## src/rtl/car_nav_ctrl_if.sv

```systemverilog
// Remote command handshake for car_nav_ctrl: the sender (master) holds
// cmd_valid/cmd_dir until the sequencer (slave) raises cmd_ready.
interface car_nav_ctrl_if;
    logic       cmd_valid;
    logic [1:0] cmd_dir;
    logic       cmd_ready;

    modport master (output cmd_valid, output cmd_dir, input cmd_ready);
    modport slave  (input cmd_valid, input cmd_dir, output cmd_ready);
endinterface

```

## src/rtl/car_nav_ctrl.sv

```systemverilog
// Obstacle-avoidance manoeuvre sequencer: debounced sensors feed a timed FSM that
// drives the go_* lines. Define REVERSE_EN to build the timed reverse (REV) manoeuvre.
module car_nav_ctrl #(
    parameter int unsigned DEB_CYCLES  = 4,
    parameter int unsigned TURN_CYCLES = 8,
    parameter int unsigned REV_CYCLES  = 16,
    parameter int unsigned CNT_W       = 8
) (
    input  logic                 clk,
    input  logic                 rst_n,
    input  logic                 enable,
    input  logic                 front,
    input  logic                 left,
    input  logic                 right,
    car_nav_ctrl_if.slave        cmd,
    output logic                 go_front,
    output logic                 go_left,
    output logic                 go_right,
    output logic                 go_back,
    output logic [2:0]           state_o
);

    if ((DEB_CYCLES < 1) || (TURN_CYCLES < 1) || (REV_CYCLES < 1) ||
        (DEB_CYCLES >= (2 ** CNT_W)) || (TURN_CYCLES >= (2 ** CNT_W)) ||
        (REV_CYCLES >= (2 ** CNT_W))) begin : g_bad_cfg
        $error("car_nav_ctrl: cycle counts must be >=1 and fit in CNT_W bits");
    end

    localparam logic [CNT_W-1:0] DEB_LAST  = CNT_W'(DEB_CYCLES - 1);
    localparam logic [CNT_W-1:0] TURN_LOAD = CNT_W'(TURN_CYCLES - 1);

`ifdef REVERSE_EN
    localparam logic [CNT_W-1:0] REV_LOAD = CNT_W'(REV_CYCLES - 1);
    typedef enum logic [2:0] {
        IDLE = 3'd0, FWD = 3'd1, TURN_L = 3'd2, TURN_R = 3'd3, HALT = 3'd4, REV = 3'd5
    } state_t;
`else
    typedef enum logic [2:0] {
        IDLE = 3'd0, FWD = 3'd1, TURN_L = 3'd2, TURN_R = 3'd3, HALT = 3'd4
    } state_t;
`endif

    // ---------------- sensor debounce (bit 0 front, 1 left, 2 right)
    logic [2:0]       raw;
    logic [2:0]       filt;
    logic [CNT_W-1:0] deb_cnt [3];

    assign raw = {right, left, front};

    always_ff @(posedge clk) begin
        if (!rst_n) begin
            filt <= '0;
            for (int unsigned i = 0; i < 3; i++) deb_cnt[i] <= '0;
        end else begin
            for (int unsigned i = 0; i < 3; i++) begin
                if (raw[i] != filt[i]) begin
                    // the increment that would reach DEB_CYCLES flips the filter instead
                    if (deb_cnt[i] >= DEB_LAST) begin
                        filt[i]    <= raw[i];
                        deb_cnt[i] <= '0;
                    end else begin
                        deb_cnt[i] <= deb_cnt[i] + 1'b1;
                    end
                end else begin
                    deb_cnt[i] <= '0;
                end
            end
        end
    end

    logic f_front, f_left, f_right;
    assign f_front = filt[0];
    assign f_left  = filt[1];
    assign f_right = filt[2];

    // ---------------- manoeuvre FSM
    state_t           state, nxt, avoid_st, cmd_st;
    logic             halt_cmd, nxt_halt;
    logic [CNT_W-1:0] timer;
    logic             cmd_rdy, cmd_acc;

    assign cmd_rdy       = enable & ~f_front & ((state == FWD) | (state == HALT));
    assign cmd.cmd_ready = cmd_rdy;
    assign cmd_acc       = cmd.cmd_valid & cmd_rdy;
    assign state_o       = state;

    always_comb begin
        avoid_st = HALT;
        if (!f_right)     avoid_st = TURN_R;
        else if (!f_left) avoid_st = TURN_L;

        case (cmd.cmd_dir)
            2'b01:   cmd_st = TURN_L;
            2'b10:   cmd_st = TURN_R;
            2'b11:   cmd_st = HALT;
            default: cmd_st = FWD;
        endcase

        nxt      = state;
        nxt_halt = halt_cmd;
        if (!enable) begin
            nxt      = IDLE;
            nxt_halt = 1'b0;
        end else begin
            case (state)
                IDLE: nxt = FWD;
                FWD: begin
                    if (f_front) begin
`ifdef REVERSE_EN
                        nxt = (f_right && f_left) ? REV : avoid_st;
`else
                        nxt = avoid_st;
`endif
                    end else if (cmd_acc) begin
                        nxt = cmd_st;
                        if (cmd.cmd_dir == 2'b11) nxt_halt = 1'b1;
                    end
                end
                TURN_L, TURN_R: if (timer == '0) nxt = FWD;
                HALT: begin
                    if (!f_front) begin
                        if (cmd_acc) begin
                            nxt = cmd_st;
                            if (cmd.cmd_dir == 2'b11)      nxt_halt = 1'b1;
                            else if (cmd.cmd_dir == 2'b00) nxt_halt = 1'b0;
                        end else if (!halt_cmd) begin
                            nxt = FWD;
                        end
                    end
                end
`ifdef REVERSE_EN
                REV: if (timer == '0) nxt = avoid_st;
`endif
                default: nxt = IDLE;
            endcase
        end
    end

    always_ff @(posedge clk) begin
        if (!rst_n) begin
            state    <= IDLE;
            halt_cmd <= 1'b0;
            timer    <= '0;
            go_front <= 1'b0;
            go_left  <= 1'b0;
            go_right <= 1'b0;
        end else begin
            state    <= nxt;
            halt_cmd <= nxt_halt;
            go_front <= (nxt == FWD);
            go_left  <= (nxt == TURN_L);
            go_right <= (nxt == TURN_R);
            // timer reloads on every entry so a turn always runs its full length
            if ((nxt != state) && ((nxt == TURN_L) || (nxt == TURN_R)))
                timer <= TURN_LOAD;
`ifdef REVERSE_EN
            else if ((nxt != state) && (nxt == REV))
                timer <= REV_LOAD;
`endif
            else if (timer != '0)
                timer <= timer - 1'b1;
        end
    end

`ifdef REVERSE_EN
    always_ff @(posedge clk) begin
        if (!rst_n) go_back <= 1'b0;
        else        go_back <= (nxt == REV);
    end
`else
    assign go_back = 1'b0;
`endif

endmodule
```

## src/flat_wrapper.sv

```systemverilog
// flat-port wrapper written by rule: the top's interface ports become plain ports
module car_nav_ctrl_flat 
#(
    parameter int unsigned DEB_CYCLES  = 4,
    parameter int unsigned TURN_CYCLES = 8,
    parameter int unsigned REV_CYCLES  = 16,
    parameter int unsigned CNT_W       = 8
)
  (clk, rst_n, enable, front, left, right, go_front, go_left, go_right, go_back, state_o, cmd_cmd_valid, cmd_cmd_dir, cmd_cmd_ready);
  car_nav_ctrl_if cmd_i ();
  input  logic clk;
  input  logic rst_n;
  input  logic enable;
  input  logic front;
  input  logic left;
  input  logic right;
  output logic go_front;
  output logic go_left;
  output logic go_right;
  output logic go_back;
  output logic [2:0] state_o;
  input wire logic [$bits(cmd_i.cmd_valid)-1:0] cmd_cmd_valid;
  input wire logic [$bits(cmd_i.cmd_dir)-1:0] cmd_cmd_dir;
  output wire logic [$bits(cmd_i.cmd_ready)-1:0] cmd_cmd_ready;
  assign cmd_i.cmd_valid = cmd_cmd_valid;
  assign cmd_i.cmd_dir = cmd_cmd_dir;
  assign cmd_cmd_ready = cmd_i.cmd_ready;
  car_nav_ctrl #(.DEB_CYCLES(DEB_CYCLES), .TURN_CYCLES(TURN_CYCLES), .REV_CYCLES(REV_CYCLES), .CNT_W(CNT_W)) u_core (.clk(clk), .rst_n(rst_n), .enable(enable), .front(front), .left(left), .right(right), .cmd(cmd_i), .go_front(go_front), .go_left(go_left), .go_right(go_right), .go_back(go_back), .state_o(state_o));
endmodule
```

## config.mk

```make
export PLATFORM = sky130hd
export DESIGN_NAME = car_nav_ctrl_flat
export DESIGN_NICKNAME = d
export VERILOG_FILES = /design/src/rtl/car_nav_ctrl_if.sv /design/src/rtl/car_nav_ctrl.sv /design/src/flat_wrapper.sv
export SDC_FILE = /design/constraint.sdc
export NUM_CORES = 1
export LEC_CHECK = 0
export CAP_MARGIN = 20
export CORE_ASPECT_RATIO = 1.25
export CORE_MARGIN = 2
export CORE_UTILIZATION = 40
export DETAILED_ROUTE_END_ITERATION = 16
export GPL_ROUTABILITY_DRIVEN = 0
export GPL_TIMING_DRIVEN = 0
export PLACE_DENSITY = 0.61
export SLEW_MARGIN = 40
export SYNTH_ARGS = -nofsm -noshare
export SYNTH_HDL_FRONTEND = slang
export SYNTH_SLANG_ARGS = --single-unit
```

## constraint.sdc

```tcl
create_clock -name clk -period 1.7 [get_ports clk]
set_input_delay 0.34 -clock clk [delete_from_list [all_inputs] [get_ports clk]]
set_output_delay 0.34 -clock clk [all_outputs]
set_load 0.01 [all_outputs]
```

==> results of run 1 <==
[metal layers]
| metal | part of all wire, % | global-route usage [%] | up-vias |
|---|---|---|---|
| met2 | 52 | 23.3 | 34 |
| met4 | 1.7 | 6.73 | 0 |
| met1 | 42 | 15.3 | 658 |
| met3 | 4.1 | 4.07 | 4 |
| li1 | - | - | 715 |
| met5 | 0 | 0 | - |
[state kept, by name (all words and copies together) (netlist names)]
signal / flops
u_core.deb_cnt: 24
u_core.timer: 8
u_core.filt: 3
u_core.state_o: 3
u_core.go_front: 1
u_core.go_left: 1
u_core.go_right: 1
u_core.halt_cmd: 1
[area by class of cell]
| class | count | area share (%) |
|---|---|---|
| inverters | 10 | 1.39 |
| repair buffers | 28 | 9.39 |
| multi-input cells | 152 | 41.4 |
| plain buffers | 4 | 1.39 |
| flip-flops and latches | 42 | 40.5 |
| clock buffers | 7 | 2.83 |
| well taps | 60 | 2.79 |
| clock inverters | 1 | 0.279 |
[what timing repair did]
item | CTS | global route
setup endpoints to repair | 22 | 21
resized for setup | 29 | 18
setup buffers | 9 | 6
pin swaps | 25 | 18
[worst max-delay path by stage]
stage                                 to  slack, ps  cells after the start
floorplan                u_core.go_front         20                      7
global placement         u_core.go_front       -600                      7
detailed placement       u_core.go_front       -610                      7
CTS                      u_core.go_front        -50                      7
global route        u_core.deb_cnt[1][0]       -100                      5
finish                    u_core.go_left        -40                      6
[cell families after synthesis]
logic type	count (synthesis)	synth area share, %
compound gates	22	8.64
xor+xnor	12	6.29
fa+ha+maj	9	5.72
buf+inv	15	4.00
flops	42	54.9
mux	3	1.52
other cells	2	0.381
simple gates	63	18.6
[cells in the final DEF, fill, tap and decap left out, types with 3 or more instances in the layout]
master / synthesis / layout
nor2_1: 19 / 18
nand3_1: 7 / 6
buf_6: 2 / 3
nand2_1: 9 / 9
mux2i_1: 3 / 3
ha_1: 9 / 7
inv_1: 10 / 9
xor2_1: 6 / 6
conb_1: 2 / 43
nor4_4: 1 / 3
buf_4: 2 / 13
dlygate4sd2_1: 0 / 4
clkbuf_8: 0 / 5
a21oi_2: 1 / 3
dfxtp_1: 18 / 14
clkdlybuf4s50_1: 0 / 9
edfxtp_1: 24 / 24
xnor2_1: 5 / 4
[worst max-delay path: stages]
cell           delay [ps]
dlygate4sd2_1         410
a31oi_1               160
a311oi_2              370
a31oi_4                60
or3b_4                390
and4_1                200
[power breakdown]
group / internal (mW) / switching (mW)
Sequential: 1.21 / 0.119
Combinational: 0.366 / 0.365
Clock: 0.290 / 0.321
[cells in the mapped netlist, types with 2 or more instances]
| cell type | count | area share, % |
|---|---|---|
| buf_6 | 2 | 1.1 |
| nor4_1 | 4 | 1.3 |
| inv_1 | 10 | 1.9 |
| dfxtp_1 | 18 | 18 |
| edfxtp_1 | 24 | 37 |
| and4_1 | 2 | 0.89 |
| nor2_1 | 19 | 3.6 |
| xor2_1 | 6 | 2.7 |
| buf_4 | 2 | 0.76 |
| a31oi_1 | 3 | 0.95 |
| o21a_1 | 2 | 0.76 |
| or4_1 | 3 | 1.1 |
| a21oi_1 | 3 | 0.76 |
| and3_1 | 3 | 0.95 |
| xnor2_1 | 5 | 2.2 |
| nand4b_1 | 2 | 0.89 |
| o211ai_1 | 2 | 0.76 |
| conb_1 | 2 | 0.38 |
| nand3_1 | 7 | 1.8 |
| nor2b_1 | 2 | 0.64 |
| mux2i_1 | 3 | 1.5 |
| ha_1 | 9 | 5.7 |
| nand2_1 | 9 | 1.7 |
| a311oi_1 | 2 | 0.89 |
==> metrics.txt, run 1 <==
core region area 0.00473 mm²; Critical Path Sink Type register; Final nets about 260; clock tree sinks between 40 and 50; initial antenna violation count 0; port bufs 14; final hold viol count 0; Worst Setup SP enable; HP Class input pin to register; dpl cells roughly 280; RSZ-0062 raised after global routing true; via/cell ratio about 4.6; Final Skew around 8.4 ps; Area Overhead vs Synth 36.7%; share of cells above drive strength 1 roughly a quarter; Period minus WS final roughly 1700 ps; CTS Buffer Depth 2; Fmax 576 MHz; post-synthesis average cell area about 12 µm²; CTS tree built; Hold Worst Slack 480 ps; post-DP HPWL about 2200 µm; number of diodes 0; Hold Path End u_core.timer[0]; global-route wire length before repair 5400 µm; total leakage power approximately 1.1 nW; reg2reg setup slack -20 ps; Place WS -608 ps; Total Neg Setup Slack -116 ps; final wirelength approximately 3500 µm; Reg area 0.00109 mm²; post-route cell area 0.00269 mm²; r2r endpoint u_core.timer[3]; total power 2.67 mW; Fillers ~420; # setup viols final 9; Yosys warning total 0; Yosys cell types 48; critical path arrival 1930 ps; Post-synth top flop edfxtp_1; GRT overflow 0; Register-to-Register Path Depth 7; Multi-input gate area between 0.001 and 0.0015 mm²; drt drc 0; Max IR drop VDD about 640 µV; largest net degree at the start of global routing 14; H-tree depth 2; status finished, violations left; hold buffer count at CTS 0; max-slew violation count 0; Seq/Total Area, Yosys a little over half; Pwr Density about 990 mW/mm²; Cell Area, Synth approximately 0.002 mm²; die area ~0.0055 mm²; WHS Path Cells 2; via count ~1.4k; CP Max Fanout 7; WP data required approximately 1900 ps; initial core utilization around two fifths; Finished Core Util between 50 and 60%; failing checks setup timing; Die H approximately 80 µm; worst r2r src u_core.state_o[2]; FF+latch count, synth 42; Async SR Flop Fraction 0%; gr usage total a little over an eighth; DR iter-0 viols ~110; Cell Rows 28; final worst path period share 102%; final worst setup slack -36.2 ps; EDFF count, synth 24; Critical Path Source Type input pin; I/O pin count 17; Hold Startpoint rst_n; TritonRoute pass-1 iters 5; root buffer cell clkbuf_8; total clock buffers created by CTS 5; die width between 60 and 70 µm; final std cells w/o fill ~300; number of global-route vias before repair ~1.2k; clk_lat worst skew 290 ps; routed len/inst about 11 µm; Setup CP Type input pin to register; Mapped Cells between 150 and 200; Post-DRT Antenna Nets 0; max-cap violations 0; Clock Pin Slew Worst Setup and Hold Paths about 80 ps; Post-DP Area 0.00234 mm²
Power figures use the tool's default switching activity.
==> inputs of run 2 (changes only) <==
Settings changed: CTS_CLUSTER_SIZE set to 30.
==> results of run 2 <==
No change in the layout: final DEF, timing and power equal those of run 1.
==> inputs of run 3 (changes only) <==
Settings changed: CORE_UTILIZATION 40 to 30, PLACE_DENSITY 0.61 to 0.49.
==> run 3 against run 2 <==
  * First-iteration DRC count fell by 59%
  * Clock power rose by 5.1%
  * Global-route usage fell by 2.8 points
  * Highest routed layer unchanged
  * Register-to-register slack barely moved
  * Final area rose by 3.6%
  * Wire length rose by 2.2%
  * Critical endpoint unchanged
  * Die area rose by 31%
  * The flow still finishes with violations (setup timing)
  * Worst hold slack got worse by 4.3 ps
  * Sequential share of layout area fell by 1.4 points
==> metrics.txt, run 3 (synthesized netlist as in run 1, its figures left out) <==
Max IR drop VDD 543 µV (-16%); r2r endpoint u_core.go_left; GRT overflow 0 (unchanged); most frequent cells in the layout conb_1 (43), edfxtp_1 (24), buf_4 (18); CTS Buffer Depth 2 (unchanged); H-tree depth 2 (unchanged); die width 76.5 µm (+15%); # setup viols final 2 (-7); RSZ-0062 raised after global routing true; TritonRoute pass-1 iters 4 (-1); share of cells above drive strength 1 28.0% (+4.2 points); WHS Path Cells 2 (unchanged); die area 0.00723 mm² (+31%); hold buffer count at CTS 0 (unchanged); post-DP HPWL 2410 µm (+7.6%); final worst path period share 102% (-0.45 points); largest net degree at the start of global routing 14 (unchanged); max-cap violations 0 (unchanged); routed len/inst 10.6 µm (-7.8%); final hold viol count 0 (unchanged); initial antenna violation count 0 (unchanged); status finished, violations left; Post-DRT Antenna Nets 0 (unchanged); Critical Path Source Type register; critical path arrival 1920 ps (about the same); number of diodes 0 (unchanged); via count 1,426 (+1.1%); root buffer cell clkbuf_8; max-slew violation count 0 (unchanged); final std cells w/o fill 337 (+11%); total leakage power 1.11 nW (+3.1%); clk_lat worst skew 290 ps (about the same); port bufs 14 (unchanged); Hold Path End u_core.timer[0]; worst r2r src u_core.state_o[0]; Final nets 267 (+2.3%); Cell Rows 33 (+18%); Finished Core Util 43.3% (-14 points); Period minus WS final 1730 ps (-7.65 ps); DR iter-0 viols 43 (-59%); dpl cells 310 (+9.5%); Clock Pin Slew Worst Setup and Hold Paths 90 ps (about the same); post-route cell area 0.00279 mm² (+3.6%); Fmax 579 MHz (+0.44%); via/cell ratio 4.23 (-8.8%); Fillers 644 (+54%); failing checks setup timing; Post-DP Area 0.00238 mm² (+1.4%); clock tree sinks 42 (unchanged); number of global-route vias before repair 1,408 (+15%); CP Max Fanout 5 (-2); gr usage total 10.7% (-2.8 points); Largest register FFs 24 (unchanged); final wirelength 3570 µm (+2.2%); reg2reg setup slack -30 ps (about the same); initial core utilization 30.6% (-11 points); Pwr Density 985 mW/mm² (-0.72%); Hold Startpoint rst_n; Die H 94.6 µm (+15%); Largest Register u_core.deb_cnt; Final Skew 8.82 ps (+0.465 ps); final worst setup slack -28.6 ps (+7.65 ps); Place WS -599 ps (+9.40 ps); I/O pin count 17 (unchanged); core region area 0.00644 mm² (+36%); Setup CP Type register to register; drt drc 0 (unchanged); most common cell after layout, fill and taps aside conb_1; global-route wire length before repair 6130 µm (+13%); CTS tree built; Register-to-Register Path Depth 7 (unchanged); WP data required 1890 ps (about the same); Critical Path Sink Type register; Area Overhead vs Synth 41.6%; HP Class input pin to register; Top Registers u_core.deb_cnt (24), u_core.timer (8); total clock buffers created by CTS 5 (unchanged)
[run 3: cell types whose count changed in the layout (fill, tap and decap cells not counted), sizes merged]
cell,change
buf,+5
clkbuf,-1
clkdlybuf4s15,+2
clkinv,+1
clkinvlp,-1
dlygate4sd2,-1
inv,+1
[run 3: worst max path at each step]
stage                                    start  slack (ps)  cells after the start                   end
after floorplan                 cmd_cmd_dir[0]          20                      7       u_core.go_front
after global placement          cmd_cmd_dir[1]        -600                      7       u_core.go_front
after detailed placement        cmd_cmd_dir[0]        -600                      8       u_core.go_front
after CTS                 u_core.deb_cnt[0][1]         -80                      5  u_core.deb_cnt[0][1]
after global routing         u_core.state_o[2]        -110                      8       u_core.halt_cmd
final                        u_core.state_o[0]         -30                      7        u_core.go_left
[run 3: critical path: stages, from the launching register on]
cell and delay, ps:
dfxtp_2 330, buf_6 140, xor2_4 180, buf_6 130
nand4_4 130, a31oi_4 100, or3b_4 410, and4_1 210
[run 3: power by group]
| part | switching, mW | total, mW | internal [mW] |
|---|---|---|---|
| registers | 0.115 | 1.34 | 1.22 |
| clock network | 0.351 | 0.642 | 0.291 |
| logic | 0.379 | 0.770 | 0.391 |
[run 3: area by class of cell]
cell class	count	area [µm²]	area share, %
clock buffers	6	72.6	2.60
clock inverters	2	12.5	0.449
inverters	10	37.5	1.35
repair buffers	33	288	10.3
flip-flops and latches	42	1090	39.2
plain buffers	5	45.0	1.62
well taps	87	109	3.90
multi-input cells	152	1130	40.6
[run 3: through the flow]
step | power [mW] | setup TNS (ps) | hold slack (ps)
global route | 2.94 | -924 | 514
floorplan | 1.86 | 0 | 480
detailed placement | 2.00 | -8030 | 508
finish | 2.75 | -33.8 | 476
CTS | 2.68 | -164 | 497
global placement | 2.00 | -7890 | 499
[run 3: layer usage]
layer  vias up  GRT usage, %  part of all wire [%]
li1        722             -                     -
met1       668          11.7                    42
met2        30          18.9                    53
met3         6          2.96                   3.5
met4         0          6.06                   2.0
met5         -             0                     0
[run 3: what timing repair did]
action | CTS | global route
setup buffers | 9 | 10
pin swaps | 19 | 26
resized for setup | 26 | 24
endpoints found under the setup margin | 21 | 23
